$ cat src/rtl/aurora_rx_block_sorter.sv
`default_nettype none
// +----------------------------------------------------------------------------+
// | aurora_rx_block_sorter                                                     |
// | Block-lock tracking, data FIFO steering and control-block forwarding.      |
// | Rev 1.0                                                                    |
// +----------------------------------------------------------------------------+
module aurora_rx_block_sorter #(
  parameter int FIFO_DEPTH = 8,
  parameter int LOCK_GOOD  = 32,
  parameter int LOCK_BAD   = 4
) (
  input  logic        clk_rx_i,
  input  logic        rst_n_i,
  input  logic [63:0] rx_data_i,
  input  logic [1:0]  rx_header_i,
  input  logic        rx_valid_i,
  output logic [63:0] data_o,
  output logic        data_valid_o,
  input  logic        data_ready_i,
  output logic [63:0] ctrl_o,
  output logic        ctrl_valid_o,
  output logic        lock_o,
  output logic [6:0]  fifo_level_o,
  output logic [15:0] hdr_err_cnt_o,
  output logic [15:0] ovf_cnt_o,
  input  logic        cnt_clr_i
);

  localparam int c_AW      = $clog2(FIFO_DEPTH);
  localparam int c_RUN_MAX = (LOCK_GOOD > LOCK_BAD) ? LOCK_GOOD : LOCK_BAD;
  localparam int c_RW      = $clog2(c_RUN_MAX + 1);
  localparam logic [c_RW-1:0] c_GOOD_LAST = c_RW'(LOCK_GOOD - 1);
  localparam logic [c_RW-1:0] c_BAD_LAST  = c_RW'(LOCK_BAD - 1);
  localparam logic [6:0]      c_DEPTH     = 7'(FIFO_DEPTH);
  localparam logic [7:0]      c_IDLE_TYPE = 8'h78;

  typedef enum logic [0:0] {
    ST_UNLOCKED = 1'b0,
    ST_LOCKED   = 1'b1
  } state_t;

  state_t            r_state, w_state_nxt;
  logic [c_RW-1:0]   r_run, w_run_nxt;

  logic [63:0]       r_mem [FIFO_DEPTH];
  logic [c_AW-1:0]   r_wr_ptr, r_rd_ptr;
  logic [c_AW-1:0]   w_rd_ptr_inc;
  logic [6:0]        r_level;
  logic [63:0]       r_data;
  logic [63:0]       r_ctrl;
  logic              r_ctrl_valid;
  logic [15:0]       r_hdr_err;
  logic [15:0]       r_ovf;

  logic w_hdr_ok, w_hdr_bad, w_locked;
  logic w_wr_req, w_full, w_pop, w_wr_en, w_ovf, w_ctrl_fwd;

  assign w_hdr_ok  = (rx_header_i == 2'b01) || (rx_header_i == 2'b10);
  assign w_hdr_bad = rx_valid_i && !w_hdr_ok;
  assign w_locked  = (r_state == ST_LOCKED);

  // Forwarding decisions use the lock state held before the current block.
  assign w_wr_req   = rx_valid_i && w_locked && (rx_header_i == 2'b01);
  assign w_ctrl_fwd = rx_valid_i && w_locked && (rx_header_i == 2'b10) &&
                      (rx_data_i[63:56] != c_IDLE_TYPE);
  assign w_full     = (r_level == c_DEPTH);
  assign w_pop      = data_valid_o && data_ready_i;
  assign w_wr_en    = w_wr_req && (!w_full || w_pop);
  assign w_ovf      = w_wr_req && w_full && !w_pop;
  assign w_rd_ptr_inc = r_rd_ptr + c_AW'(1);

  always_ff @(posedge clk_rx_i or negedge rst_n_i) begin
    if (!rst_n_i) begin
      r_state <= ST_UNLOCKED;
      r_run   <= '0;
    end else begin
      r_state <= w_state_nxt;
      r_run   <= w_run_nxt;
    end
  end

  always_comb begin
    w_state_nxt = r_state;
    w_run_nxt   = r_run;
    if (rx_valid_i) begin
      if (r_state == ST_UNLOCKED) begin
        if (!w_hdr_ok) begin
          w_run_nxt = '0;
        end else if (r_run == c_GOOD_LAST) begin
          w_state_nxt = ST_LOCKED;
          w_run_nxt   = '0;
        end else begin
          w_run_nxt = r_run + c_RW'(1);
        end
      end else begin
        if (w_hdr_ok) begin
          w_run_nxt = '0;
        end else if (r_run == c_BAD_LAST) begin
          w_state_nxt = ST_UNLOCKED;
          w_run_nxt   = '0;
        end else begin
          w_run_nxt = r_run + c_RW'(1);
        end
      end
    end
  end

  always_ff @(posedge clk_rx_i) begin
    if (w_wr_en) begin
      r_mem[r_wr_ptr] <= rx_data_i;
    end
  end

  always_ff @(posedge clk_rx_i or negedge rst_n_i) begin
    if (!rst_n_i) begin
      r_wr_ptr <= '0;
      r_rd_ptr <= '0;
      r_level  <= '0;
      r_data   <= '0;
    end else begin
      if (w_wr_en) begin
        r_wr_ptr <= r_wr_ptr + c_AW'(1);
      end
      if (w_pop) begin
        r_rd_ptr <= w_rd_ptr_inc;
      end
      if (w_wr_en && !w_pop) begin
        r_level <= r_level + 7'd1;
      end else if (!w_wr_en && w_pop) begin
        r_level <= r_level - 7'd1;
      end
      // Registered show-ahead head: next entry, or the incoming block when it becomes the head.
      if (w_pop) begin
        if (r_level > 7'd1) begin
          r_data <= r_mem[w_rd_ptr_inc];
        end else if (w_wr_en) begin
          r_data <= rx_data_i;
        end
      end else if (w_wr_en && (r_level == 7'd0)) begin
        r_data <= rx_data_i;
      end
    end
  end

  always_ff @(posedge clk_rx_i or negedge rst_n_i) begin
    if (!rst_n_i) begin
      r_ctrl       <= '0;
      r_ctrl_valid <= 1'b0;
    end else begin
      r_ctrl_valid <= w_ctrl_fwd;
      if (w_ctrl_fwd) begin
        r_ctrl <= rx_data_i;
      end
    end
  end

  always_ff @(posedge clk_rx_i or negedge rst_n_i) begin
    if (!rst_n_i) begin
      r_hdr_err <= '0;
      r_ovf     <= '0;
    end else if (cnt_clr_i) begin
      r_hdr_err <= '0;
      r_ovf     <= '0;
    end else begin
      if (w_hdr_bad && (r_hdr_err != 16'hFFFF)) begin
        r_hdr_err <= r_hdr_err + 16'd1;
      end
      if (w_ovf && (r_ovf != 16'hFFFF)) begin
        r_ovf <= r_ovf + 16'd1;
      end
    end
  end

  assign data_o        = r_data;
  assign data_valid_o  = (r_level != 7'd0);
  assign ctrl_o        = r_ctrl;
  assign ctrl_valid_o  = r_ctrl_valid;
  assign lock_o        = w_locked;
  assign fifo_level_o  = r_level;
  assign hdr_err_cnt_o = r_hdr_err;
  assign ovf_cnt_o     = r_ovf;

endmodule
`default_nettype wire

$ cat config.mk
export PLATFORM = sky130hd
export DESIGN_NAME = aurora_rx_block_sorter
export DESIGN_NICKNAME = d
export VERILOG_FILES = /design/src/rtl/aurora_rx_block_sorter.sv
export SDC_FILE = /design/constraint.sdc
export NUM_CORES = 1
export LEC_CHECK = 0
export CORE_UTILIZATION = 40
export CTS_CLUSTER_DIAMETER = 60
export CTS_CLUSTER_SIZE = 20
export DETAILED_ROUTE_END_ITERATION = 8
export PLACE_DENSITY = 0.63
export SYNTH_ARGS = -nofsm -noshare
export SYNTH_HDL_FRONTEND = slang
export SYNTH_SLANG_ARGS = --single-unit
$ cat constraint.sdc
create_clock -name clk_rx_i -period 8.8 [get_ports clk_rx_i]
set_input_delay 1.32 -clock clk_rx_i [delete_from_list [all_inputs] [get_ports clk_rx_i]]
set_output_delay 1.32 -clock clk_rx_i [all_outputs]
set_load 0.02 [all_outputs]
## After elaboration in Yosys (flattened, before gate mapping)

Memory sizes are Yosys's and may differ from the RTL's.
Cells that the tools add are included.
W data, S select, Z words.

| word-level totals | value |
|---|---|
| register bits after elaboration | 181 |
| bits in latches | 0 |
| memory bits (writable) | 512 |
| bits in read-only memories | 0 |
| input bits | 71 |
| output and inout bits | 170 |
| memories kept | 1 |

| cells by class | value |
|---|---|
| add/sub/neg operators | 7 |
| multiply operators | 0 |
| divide/modulo/power cells | 0 |
| $lt $le $gt $ge | 1 |
| eq/ne operators | 9 |
| shifts and indexed selects | 0 |
| mux-type cells | 22 |
| bitwise logic cells | 0 |
| reduce and logical (&&, ||, !) cells | 27 |

Memory list:

| memory | words | bits a word | read ports | clocked after Yosys merged registers in | wr ports | line | text |
|---|---|---|---|---|---|---|---|
| r_mem | 8 | 64 | 1 | 0 | 1 | 45 | `logic [63:0] r_mem [FIFO_DEPTH];` |

Operators by type and width:

| cell | number |
|---|---|
| $mux W64 | 4 |
| $mux W16 | 4 |
| $add A16 B1 Y16 const B | 2 |
| $ne A16 B16 Y1 const B | 2 |
| $mux W6 | 5 |
| $logic_and A1 B1 Y1 | 14 |
| $mux W7 | 2 |
| $ne A8 B7 Y1 const B | 1 |
| $reduce_bool A2 Y1 | 4 |
| $add A7 B1 Y7 const B | 1 |
| $eq A7 B4 Y1 const B | 1 |
| $gt A7 B1 Y1 const B | 1 |
| $logic_not A7 Y1 | 1 |
| $mux W1 | 7 |
| $reduce_bool A7 Y1 | 1 |
| $sub A7 B1 Y7 const B | 1 |
| $add A3 B1 Y3 const B | 2 |
| $add A6 B1 Y6 const B | 1 |
| $eq A6 B2 Y1 const B | 1 |
| $eq A6 B5 Y1 const B | 1 |
| $logic_not A1 Y1 | 4 |
| $ne A3 B1 Y1 const B | 1 |
| $eq A2 B1 Y1 const B | 1 |
| $eq A2 B2 Y1 const B | 1 |
| other kinds (2) | 3 |

## Depth between registers and ports, before layout

| logic depth | value |
|---|---|
| depth after elaboration | 8 |
| mapped depth | 13 |
| depth with buffers taken out | 11 |

## Worst setup path before layout

OpenSTA, ideal clock, no wires.

| timing | value |
|---|---|
| kind | input port to flip-flop |
| start | input rx_header_i[1] |
| end | memory r_mem[0][0] (enable) |
| library setup time | 0.644 ns |
| arrival | 8.134 ns |
| setup slack | 0.023 ns |
| cell stages on the path | 6 |
| path buffers | 0 |
| path through | inv_1 ha_1 nand3_1 nor2_1 inv_1 nor4_1 |

| on the way | value |
|---|---|
| word-level cells in the longest chain between the ends | 5 |

RTL lines:

| item | line | text |
|---|---|---|
| start, declared | 15 | `input logic [1:0] rx_header_i,` |
| $eq A2 B1 Y1 | 63 | `assign w_wr_req = rx_valid_i && w_locked && (rx_header_i == 2'b01);` |
| $logic_and A1 B1 Y1 | 63 |  |
| $logic_and A1 B1 Y1 | 68 | `assign w_wr_en = w_wr_req && (!w_full \|\| w_pop);` |
| named net w_wr_en | 56 | `logic w_wr_req, w_full, w_pop, w_wr_en, w_ovf, w_ctrl_fwd;` |
| $mux W1 | 109 | `if (w_wr_en) begin` |
| $mux W1 (implied by the code) | 110 | `r_mem[r_wr_ptr] <= rx_data_i;` |
| end, declared | 45 |  |

The timed path passes the listed nets, and every way through them passes these cells.

## Worst setup path after layout

| timing | value |
|---|---|
| start | input rx_valid_i |
| end | memory r_mem[5][15] (enable) |

| on the way | value |
|---|---|
| word-level cells in the longest chain between the ends | 5 |

RTL lines:

| item | line | text |
|---|---|---|
| start, declared | 16 | `input logic rx_valid_i,` |
| $logic_and A1 B1 Y1 (2 in series) | 63 |  |
| $logic_and A1 B1 Y1 | 68 |  |
| named net w_wr_en | 56 |  |
| $mux W1 | 109 |  |
| $mux W1 (implied by the code) | 110 |  |

The timed path passes the listed nets, and every way through them passes these cells.

==> results.json <==
{
  "arrival_ps": 4810,
  "numClockSinks": 693,
  "worst_min_delay_path_class": "register to register",
  "grt_antenna_before_repair": 2,
  "ys_seq_area_frac": 0.719,
  "antenna_violating_nets_left": 0,
  "synth-warning-count": 0,
  "cts_repair_resize_count": 0,
  "report.power.total_mw": 10.1,
  "syn-mean-instance-area_sq_um": 14.6,
  "routed.top_layer": "met5",
  "timing.critical_path.from_type": "input port",
  "vdd.ir_drop.worst_v": 0.000405,
  "io_pins": 241,
  "setup.worst_path.end": "r_mem[5][15]",
  "place_hpwl_microns": 35500,
  "leakage_nw": 12.0,
  "detailed_route_wire_length_microns": 66000,
  "outcome": "complete, but fails checks",
  "path_clk_slew_ps": 70,
  "period_needed_ps": 4590,
  "met1_length_microns": 28800,
  "layout_commonest_cell": "edfxtp_1",
  "synth_fp_nets": 1973,
  "chipHeight_microns": 265,
  "layout_worst_path_cycle_share": 0.521,
  "via_count": 16369,
  "grt_usage": 0.187,
  "ys_seq_elements": 693,
  "synth-edff-count": 512,
  "mappedNetlistArea_sq_mm": 0.0277,
  "grt-ovfl-total": 0,
  "final.setup_skew_ps": 34.7,
  "hold_viol": 0,
  "placementRows": 96,
  "violations": "DRC",
  "wl_per_cell_microns": 21.5,
  "fp.dieArea_sq_mm": 0.0703,
  "synth_cell_types": 51,
  "final_max_slew_viol_count": 0,
  "timing.critical_path.fanout_max": 53,
  "timing.reg2reg.worst_path_depth": 8,
  "gp_routability_congestion": 0.811,
  "core_region_area_sq_mm": 0.0686,
  "buffer_ports.inserted": 240,
  "drive_above_1_share": 0.0813,
  "avgViaCountPerCell": 5.33,
  "synthArstFlopShare": 0.261,
  "hold_slack_ps": 475,
  "critical_path.startpoint": "rx_valid_i",
  "synth_top_flop_cell": "edfxtp_1",
  "power.density_mw_per_mm2": 308,
  "largest_net_degree_at_the_start_of_global_routing": 149,
  "start_util": 0.404,
  "wl_met2_microns": 32300,
  "final.setup.tns_ps": 0,
  "postSynthCellCount": 1890,
  "clk_latency_ps": 630,
  "clockRootBuffer": "clkbuf_16",
  "routed_length_on_met3_microns": 3700,
  "finish.net_count": 2181,
  "tritoncts": "done",
  "timing.setup.critical_path_class": "input port to register",
  "areaGrowthSynthToFinish_pct": 18.5,
  "grt_pass1_vias": 16622,
  "drcViolationCount": 1,
  "cts-buffers-inserted": 52,
  "first_pass_iters": 9,
  "crit_path_end_kind": "register",
  "cts_max_path_buffers": 3,
  "timing.fmax_ghz": 0.218,
  "reg2reg_from": "fifo_level_o[0]",
  "timing.slew.headroom": 0.147,
  "rr_endpoint": "r_mem[5][15]",
  "timing_worst_slew_pin_value_ps": 1280,
  "first_pass_grt_wire_length_microns": 101000,
  "critPathRequiredTime_ps": 9030,
  "r2r_setup_slack_ps": 4760,
  "ctsHoldBuffers": 0,
  "post_cts_setup_repair_buffer_count": 0,
  "maxCapViolCount": 0,
  "ctsHtreeMaxLevel": 2,
  "finalSetupViolations": 0,
  "layout_common_cells": "512 x edfxtp_1, 260 x mux2i_1, 239 x clkdlybuf4s50_1",
  "rsz0062_at_grt": "no",
  "antenna-diode-count": 0,
  "die_w_microns": 265,
  "detail_route.iter0.violations": 1199
}
how the worst min path moves through the flow:
stage	start	endpoint	slack (ps)	cells past startpoint
after floorplan	r_run[0]	r_run[0]	480	1
final	ctrl_o[34]	ctrl_o[34]	480	2
after global placement	ctrl_o[39]	ctrl_o[39]	460	2
after CTS	ctrl_o[28]	ctrl_o[28]	480	2
after global routing	ctrl_o[35]	ctrl_o[35]	500	2
after detailed placement	ctrl_o[5]	ctrl_o[5]	460	2
critical path, stage by stage:
cell             delay, ps
clkdlybuf4s50_1        740
nand3_1                270
nor2_1                 410
nand2_1                270
nor3b_2                900
buf_4                  860
power by group:
part	total [mW]	switching (mW)	internal (mW)
clock network	2.45	1.22	1.23
registers	4.17	0.308	3.86
logic	3.49	2.10	1.40
layout make-up:
| cell class | instances | area [sq um] |
|---|---|---|
| well taps | 931 | 1160 |
| inverters | 10 | 38.8 |
| multi-input cells | 1079 | 7360 |
| flip-flops and latches | 693 | 19900 |
| fillers | 5879 | 35800 |
| repair buffers | 262 | 2580 |
| clock buffers | 61 | 1370 |
| clock inverters | 34 | 379 |
registers in the layout (all words and copies together) (netlist names), 3 cells and up:
| register | flops |
|---|---|
| ovf_cnt_o | 16 |
| r_rd_ptr | 3 |
| data_o | 64 |
| fifo_level_o | 7 |
| ctrl_o | 64 |
| r_wr_ptr | 3 |
| r_mem | 512 |
| r_run | 6 |
| hdr_err_cnt_o | 16 |
logic make-up (layout without fill, tap and decap cells):
| kind of cell | after synthesis | in the layout | synth area share |
|---|---|---|---|
| flip-flops | 693 | 693 | 0.719 |
| multiplexers | 263 | 263 | 0.0952 |
| AO/OA/AOI/OAI | 306 | 306 | 0.0763 |
| buffers and inverters | 118 | 367 | 0.0188 |
| AND/OR/NAND/NOR | 458 | 458 | 0.0727 |
| XOR/XNOR | 40 | 40 | 0.0127 |
| adder cells (fa/ha/maj) | 12 | 12 | 0.00542 |
synth_stat cells (2+ instances only):
| master | n | area, sq um |
|---|---|---|
| o2bb2ai_1 | 3 | 26.3 |
| nor2b_1 | 2 | 12.5 |
| dfrtp_1 | 181 | 4530 |
| nand2b_1 | 5 | 31.3 |
| mux2_2 | 3 | 33.8 |
| o31ai_1 | 2 | 15.0 |
| xnor2_1 | 16 | 140 |
| nand2_1 | 212 | 796 |
| buf_6 | 8 | 90.1 |
| a21oi_1 | 99 | 495 |
| and4_1 | 3 | 26.3 |
| xor2_1 | 24 | 210 |
| o2111ai_1 | 7 | 61.3 |
| inv_1 | 10 | 37.5 |
| or3_1 | 5 | 31.3 |
| a22oi_1 | 128 | 961 |
| and2_1 | 5 | 31.3 |
| ha_1 | 12 | 150 |
| nor2_1 | 104 | 390 |
| mux2i_1 | 260 | 2600 |
| and3b_1 | 2 | 17.5 |
| a211oi_1 | 2 | 15.0 |
| clkbuf_1 | 75 | 282 |
| o21ai_0 | 10 | 50.1 |
| nand3_1 | 73 | 365 |
| nor3_1 | 9 | 45.0 |
| and3_1 | 9 | 56.3 |
| nor3b_1 | 4 | 30.0 |
| buf_1 | 11 | 41.3 |
| a21oi_2 | 40 | 350 |
| o211ai_1 | 7 | 52.6 |
| nor4_1 | 4 | 25.0 |
| nand4_1 | 10 | 62.6 |
| edfxtp_1 | 512 | 15400 |
| or4_1 | 5 | 37.5 |
| buf_2 | 13 | 65.1 |
metal layers:
metal | up-vias | GRT usage
li1 | 7495 | -
met1 | 8368 | 0.250
met2 | 419 | 0.315
met3 | 83 | 0.0360
met4 | 4 | 0.0437
met5 | - | 0
stage by stage:
stage | utilization | instance area, sq um | std cells | worst slack [ps]
final | 0.478 | 32800 | 3070 | 4210
after global routing | 0.478 | 32800 | 3070 | 3920
after CTS | 0.478 | 32800 | 3070 | 4110
after detailed placement | 0.453 | 31100 | 2975 | 3510
after global placement | 0.453 | 31100 | 2975 | 3560
after floorplan | - | 27700 | 1890 | 22.8
Note: power is estimated with default switching activity, not from simulation.
